<file path="config.mk">
export PLATFORM = sky130hd
export DESIGN_NAME = clkgen_multi
export DESIGN_NICKNAME = d
export VERILOG_FILES = /design/src/rtl/clkgen_multi.sv
export SDC_FILE = /design/constraint.sdc
export NUM_CORES = 1
export LEC_CHECK = 0
export CAP_MARGIN = 30
export CORE_MARGIN = 2
export CORE_UTILIZATION = 55
export CTS_CLUSTER_DIAMETER = 40
export DETAILED_ROUTE_END_ITERATION = 6
export GPL_ROUTABILITY_DRIVEN = 0
export PLACE_DENSITY_LB_ADDON = 0.3
export SLEW_MARGIN = 20
export SYNTH_ARGS = -nofsm -noshare
export SYNTH_HDL_FRONTEND = slang
export SYNTH_SLANG_ARGS = --single-unit
</file>
<file path="constraint.sdc">
create_clock -name clkin -period 9.6 [get_ports clkin]
set_input_delay 1.44 -clock clkin [delete_from_list [all_inputs] [get_ports clkin]]
set_output_delay 1.44 -clock clkin [all_outputs]
set_load 0.01 [all_outputs]
</file>
<file path="src/rtl/clkgen_multi.sv">
// clkgen_multi: CH_NUM independent programmable clock dividers running off clkin.
// Each channel toggles clkout every `half` enabled clkin cycles. New half-periods
// are written into a pending slot and take effect only on a falling edge of
// that channel's output, so no period is ever truncated.
// Optional feature macro: CLKGEN_TICK_EN adds a per-channel `tick` pulse that is
// high on the cycle clkout rises.
module clkgen_multi #(
  parameter int unsigned CH_NUM     = 4,
  parameter int unsigned CNT_W      = 32,
  parameter int unsigned CLKIN_FREQ = 50000000,
  parameter int unsigned DEF_FREQ   = 1000
) (
  input  logic              clkin,
  input  logic              rst,
  input  logic [CH_NUM-1:0] clken,
  input  logic              sync_all,
  input  logic              wr_en,
  input  logic [3:0]        wr_ch,
  input  logic [CNT_W-1:0]  wr_half,
  output logic              wr_ack,
  output logic              wr_err,
  output logic [CH_NUM-1:0] pending,
  output logic [CH_NUM-1:0] clkout
`ifdef CLKGEN_TICK_EN
  ,
  output logic [CH_NUM-1:0] tick
`endif
);

  localparam int unsigned DEF_HALF = CLKIN_FREQ / 2 / DEF_FREQ;

  logic r_wr_ack;
  logic r_wr_err;
  logic w_wr_ok;

  // A write is legal only with a non-zero half-period to an existing channel.
  assign w_wr_ok = wr_en && (wr_half != '0) && ({1'b0, wr_ch} < 5'(CH_NUM));

  // Write handshake pulses; sync_all and rst swallow any concurrent write.
  always_ff @(posedge clkin) begin
    if (rst) begin
      r_wr_ack <= 1'b0;
      r_wr_err <= 1'b0;
    end else if (sync_all) begin
      r_wr_ack <= 1'b0;
      r_wr_err <= 1'b0;
    end else begin
      r_wr_ack <= w_wr_ok;
      r_wr_err <= wr_en && !w_wr_ok;
    end
  end

  assign wr_ack = r_wr_ack;
  assign wr_err = r_wr_err;

  for (genvar g = 0; g < int'(CH_NUM); g++) begin : g_ch
    logic [CNT_W-1:0] r_cnt;
    logic [CNT_W-1:0] r_half;
    logic [CNT_W-1:0] r_nxt;
    logic             r_pending;
    logic             r_clkout;
    logic             r_tick;
    logic             w_sel;
    logic             w_toggle;

    assign w_sel    = w_wr_ok && (wr_ch == 4'(g));
    assign w_toggle = clken[g] && (r_cnt == (r_half - CNT_W'(1)));

    // Channel divider: count, toggle, apply pending half on falling edge, accept writes.
    always_ff @(posedge clkin) begin
      if (rst) begin
        r_cnt     <= '0;
        r_half    <= CNT_W'(DEF_HALF);
        r_nxt     <= CNT_W'(DEF_HALF);
        r_pending <= 1'b0;
        r_clkout  <= 1'b0;
        r_tick    <= 1'b0;
      end else if (sync_all) begin
        r_cnt     <= '0;
        r_clkout  <= 1'b0;
        r_tick    <= 1'b0;
        r_pending <= 1'b0;
        if (r_pending) begin
          r_half <= r_nxt;
        end
      end else begin
        r_tick <= 1'b0;
        if (w_toggle) begin
          r_cnt    <= '0;
          r_clkout <= ~r_clkout;
          r_tick   <= ~r_clkout;
          if (r_clkout && r_pending) begin
            r_half    <= r_nxt;
            r_pending <= 1'b0;
          end
        end else if (clken[g]) begin
          r_cnt <= r_cnt + CNT_W'(1);
        end
        // Later assignment wins: a write coinciding with an apply stays pending.
        if (w_sel) begin
          r_nxt     <= wr_half;
          r_pending <= 1'b1;
        end
      end
    end

    assign clkout[g]  = r_clkout;
    assign pending[g] = r_pending;
`ifdef CLKGEN_TICK_EN
    assign tick[g]    = r_tick;
`else
    logic w_tick_unused;
    assign w_tick_unused = r_tick;
`endif
  end

endmodule

</file>
Yosys cells after proc, flatten, opt, wreduce, memory -nomap -nowiden
Index checks and enable logic that the tools add are counted.
{"block": "totals", "reg_bits": 394, "in_bits": 44, "out_inout_bits": 10}
{"block": "op_classes", "add_sub_neg": 8, "magnitude_cmp": 1, "n_eq_ne": 11, "mux": 28, "bitwise": 5, "reduce_logical": 51}
{"op": "$mux 32", "n": 16}
{"op": "$add 32x1->32 const B", "n": 4}
{"op": "$eq 32x32->1", "n": 4}
{"op": "$sub 32x1->32 const B", "n": 4}
{"op": "$reduce_bool 2->1", "n": 16}
{"op": "$reduce_bool 32->1", "n": 1}
{"op": "$reduce_and 2->1", "n": 8}
{"op": "$logic_and 1x1->1", "n": 15}
{"op": "$mux 1", "n": 12}
{"op": "$reduce_and 3->1", "n": 4}
{"op": "$reduce_or 3->1", "n": 4}
{"op": "$eq 4x2->1 const B", "n": 2}
{"op": "$ne 2x1->1 const B", "n": 4}
{"op": "$not 1->1", "n": 5}
{"op": "$eq 4x1->1 const B", "n": 1}
{"op": "$logic_not 4->1", "n": 1}
{"op": "$lt 4x3->1 const B", "n": 1}
{"op": "$reduce_or 2->1", "n": 1}
{"op": "$logic_not 1->1", "n": 1}

Depth between registers and ports, before layout
{"block": "depth", "word_depth": 6, "mapped_depth": 13, "mapped_depth_nobuf": 10}

Least setup slack after synthesis
No wires, ideal clock.
{"block": "synth_path", "path_kind": "input to register", "from": "input port clken[3]", "to": "register g_ch[3].r_half[10]", "t_arrival_ps": 3587, "t_required_ps": 9528, "path_slack_ps": 5941, "cell_stages": 9, "path_cell_list": "clkbuf_1 > nand3_1 > nor4_1 > nand4_1 > a2111oi_0 > nand4b_1 > o31ai_2 > buf_2 > mux2i_1"}
{"block": "synth_via", "elab_chain_cells": 3}
{"item": "from (decl)", "line_no": "15", "text": "input logic [CH_NUM-1:0] clken,"}
{"item": "$logic_and 1x1->1", "line_no": "67", "text": "assign w_toggle = clken[g] && (r_cnt == (r_half - CNT_W'(1)));"}
{"item": "$reduce_bool 2->1 (no source line)"}
{"item": "$reduce_and 3->1 (no source line)"}
{"item": "to (signal assigned)", "line_no": "73", "text": "r_half <= CNT_W'(DEF_HALF);"}
{"item": "to (signal assigned)", "line_no": "84", "text": "r_half <= r_nxt;"}
{"item": "to (signal assigned)", "line_no": "93", "text": "r_half <= r_nxt;"}
{"item": "to (decl)", "line_no": "58", "text": "logic [CNT_W-1:0] r_half;"}
No other way between the ends.
A chain may end at the register's enable or synchronous reset.

Worst setup path in the final report
{"block": "layout_path", "from": "register g_ch[1].r_half[0]", "to": "register g_ch[1].r_half[31]"}
{"block": "layout_via", "elab_chain_cells": 5}
{"item": "from (decl)", "line_no": "58"}
{"item": "from (signal assigned)", "line_no": "73"}
{"item": "from (signal assigned)", "line_no": "84"}
{"item": "from (signal assigned)", "line_no": "93"}
{"item": "$sub 32x1->32", "line_no": "67"}
{"item": "$eq 32x32->1", "line_no": "67"}
{"item": "$logic_and 1x1->1", "line_no": "67"}
{"item": "$reduce_bool 2->1 (no source line)"}
{"item": "$reduce_and 3->1 (no source line)"}
No other way between the ends.

==> results.sh <==
export IMPL_setup_viol=0
export IMPL_highest_layer="met4"
export IMPL_p_comb_share_pct=3.2
export IMPL_rr_worst_depth=12
export IMPL_holdBufCountCts=0
export IMPL_dpl_instance_area_um2=21900
export IMPL_powerDensity_nw_per_um2=157
export IMPL_worstPathArrival_ns=4.98
export IMPL_r2r_start="g_ch[1].r_half[0]$_SDFFE_PP0P_"
export IMPL_fin_cells=3202
export IMPL_criticalPathCategory="flop to flop"
export IMPL_final_area_um2=23600
export IMPL_end_kind="flop"
export IMPL_crit_path_start_kind="flop"
export IMPL_hold_viol=0
export IMPL_synthesis_nets=2746
export IMPL_drive_gt1_share_pct=5.99
export IMPL_coreArea_um2=37800
export IMPL_grt_pass1_vias=18085
export IMPL_cap_violations=0
export IMPL_ys_flop_type="dfxtp_1"
export IMPL_start_util_pct=55.9
export IMPL_hpwl_um=38900
export IMPL_cts_path_max_buffers=3
export IMPL_dr_wl_met3_um=5200
export IMPL_endpoint="g_ch[1].r_half[31]$_SDFFE_PP0P_"
export IMPL_yosys_area_top_type="dfxtp_1"
export IMPL_clock_sinks=394
export IMPL_met1_length_um=23500
export IMPL_dr_wl_met2_um=25900
export IMPL_relSlewSlack_pct=36.5
export IMPL_netlist_top_cells_area="dfxtp_1 37%, nand2_1 9.5%, xnor2_1 6.1%, xor2_1 5.6%, mux2i_1 5.0%"
export IMPL_grt_start_max_net_pins=124
export IMPL_syn_avg_cell_area_um2=7.84
export IMPL_hold_ws_ns=0.456
export IMPL_required_ns=10.08
export IMPL_nets=2699
export IMPL_cts_resized=0
export IMPL_ys_ff_latch=394
export IMPL_internal_power_mw=2.84
export IMPL_crit_start="g_ch[1].r_half[0]$_SDFFE_PP0P_"
export IMPL_clkPwrFrac_pct=52.5
export IMPL_drtIter0Drc=1707
export IMPL_dieArea_um2=40000
export IMPL_postRouteAntennaNets=0
export IMPL_async_flop_share_pct=0
export IMPL_status="completed"
export IMPL_worst_clock_skew_ns=0.0240
export IMPL_finalCritPeriodShare_pct=46.9
export IMPL_route_vias_total=19232
export IMPL_fin_setup_tns_ns=0
export IMPL_cts_root_buf="clkbuf_16"
export IMPL_die_height_um=200
export IMPL_track_usage_pct=28.2
export IMPL_gr_total_overflow=0
export IMPL_worstSkewPairLatency_ns=0.60
export IMPL_yosys_cell_count_top_type="nand2_1"
export IMPL_synth_common_cells="536 x nand2_1, 394 x dfxtp_1, 279 x nor2_1, 148 x xnor2_1, 147 x clkbuf_1"
export IMPL_fin_crit_ns=4.50
export IMPL_r2r_end="g_ch[1].r_half[31]$_SDFFE_PP0P_"
export IMPL_antenna_found_initial=2
export IMPL_hold_class="flop to flop"
export IMPL_drc=0
export IMPL_ios=54
export IMPL_maxSlewViolCount=0
export IMPL_power_switching_mw=0.878
export IMPL_wl_um=56300
export IMPL_rsz0062_at_grt="false"
export IMPL_switching_share_pct=23.6
export IMPL_cp_max_fo=37
export IMPL_path_clk_slew_ns=0.06
export IMPL_whs_path_depth=2
export IMPL_fmax_mhz=222
export IMPL_io_buffers=53
export IMPL_leakage_nw=7.84
export IMPL_htreeDepth=2
export IMPL_syn_to_final_growth_pct=11.9
export IMPL_cts_setup_buffers=0
export IMPL_cts_tree="built"
export IMPL_synth_top_cell_area_share_pct=37.3
export IMPL_firstDrtPassIters=6
export IMPL_power_frac_seq_pct=44.3
export IMPL_vdd_drop_max_v=0.000168
export IMPL_worst_slew_pin_slew_ns=0.953
export IMPL_die_w_um=200
export IMPL_ys_types=80
export IMPL_rrSetupSlack_ns=5.10
export IMPL_syn_cell_area_um2=21100
export IMPL_ys_warn_count=0
export IMPL_dp_cells=3104
export IMPL_routed_via_density=6.01
export IMPL_grt_pass1_wl_um=91300
export IMPL_rows=71
export IMPL_wl_per_cell_um=17.6
export IMPL_yosysSeqAreaShare_pct=37.3
export IMPL_postSynthCellCount=2694
export IMPL_cts_inserted_buffers=52
export IMPL_synth_edf_count=0
-- cells in the final DEF (no fill, tap or decap), types with 85 or more instances in the layout --
cell     instances
nand3_1         91
nor2_1         278
mux2i_1        106
a21oi_1        133
dfxtp_1        393
nor3_1          85
nand2_1        536
xor2_1         136
xnor2_1        148
-- worst min-delay path by stage --
| stage | startpoint | endpoint | slack, ns |
|---|---|---|---|
| 2_1_floorplan | g_ch[0].r_nxt[0]$_SDFFE_PP0P_ | g_ch[0].r_nxt[0]$_SDFFE_PP0P_ | 0.44 |
| 5_1_grt | g_ch[2].r_nxt[21]$_SDFFE_PP0P_ | g_ch[2].r_nxt[21]$_SDFFE_PP0P_ | 0.47 |
| 6_report | g_ch[0].r_nxt[30]$_SDFFE_PP0P_ | g_ch[0].r_nxt[30]$_SDFFE_PP0P_ | 0.46 |
| 3_5_place_dp | g_ch[2].r_nxt[21]$_SDFFE_PP0P_ | g_ch[2].r_nxt[21]$_SDFFE_PP0P_ | 0.45 |
| 3_3_place_gp | g_ch[0].r_nxt[17]$_SDFFE_PP0P_ | g_ch[0].r_nxt[17]$_SDFFE_PP0P_ | 0.44 |
| 4_1_cts | g_ch[0].r_nxt[30]$_SDFFE_PP0P_ | g_ch[0].r_nxt[30]$_SDFFE_PP0P_ | 0.45 |
-- area by class of cell --
class | count | area (µm²)
diodes | 1 | 2.50
clock inverters | 30 | 313
inverters | 40 | 153
well taps | 511 | 639
clock buffers | 67 | 1450
repair buffers | 78 | 779
flip-flops and latches | 394 | 7890
multi-input cells | 2081 | 12400
fillers | 3246 | 14100
-- power by group through the flow --
stage          clock network, mW  logic (mW)  registers (mW)
3_3_place_gp                   0       0.108            1.68
6_report                    1.95       0.119            1.65
2_1_floorplan                  0      0.0569            1.68
3_5_place_dp                   0       0.114            1.68
4_1_cts                     1.98       0.115            1.65
5_1_grt                     2.05       0.124            1.65
-- metal layers --
metal / global-route usage [%] / up-vias
met1: 36.6 / 9108
met5: 0 / -
li1: - / 9224
met2: 45.8 / 761
met3: 6.30 / 139
met4: 10.8 / 0
-- cells by family (layout without fill, tap and decap cells) --
group	count (synthesis)	in the layout	synth area share, %
other	0	1	0
and+or+nand+nor	1321	1321	29.8
muxes	109	109	5.18
buffers and inverters	219	215	4.33
DFF	394	394	37.3
adders and majority gates	8	8	0.474
xor gates and xnor gates	284	284	11.8
AOI/OAI and AO/OA	359	359	11.1
-- critical path, stage by stage, from the launching register on --
cell and delay, ns:
dfxtp_1 0.35, inv_1 0.12, ha_1 0.29, or4b_1 0.60
nor4_2 0.43, nand3_1 0.29, o31a_1 0.35, nor3_1 0.37
nand4_1 0.14, buf_4 0.30, or2_1 0.50, buf_4 0.32
o311ai_1 0.32
-- through the flow --
stage / util (%) / total power [mW] / worst slack [ns]
final: 62.6 / 3.72 / 5.10
after global routing: 62.6 / 3.82 / 4.83
after CTS: 62.6 / 3.74 / 5.24
after detailed placement: 57.9 / 1.80 / 4.96
after global placement: 57.6 / 1.79 / 4.95
after floorplan: - / 1.74 / 5.94
-- sequential cells by signal (all words and copies together) (netlist names) --
register and cells:
g_ch.r_cnt 128, g_ch.r_half 128, g_ch.r_nxt 128, g_ch.r_clkout 4, g_ch.r_pending 4, wr_ack 1
wr_err 1
(Power assumes the default switching activity.)
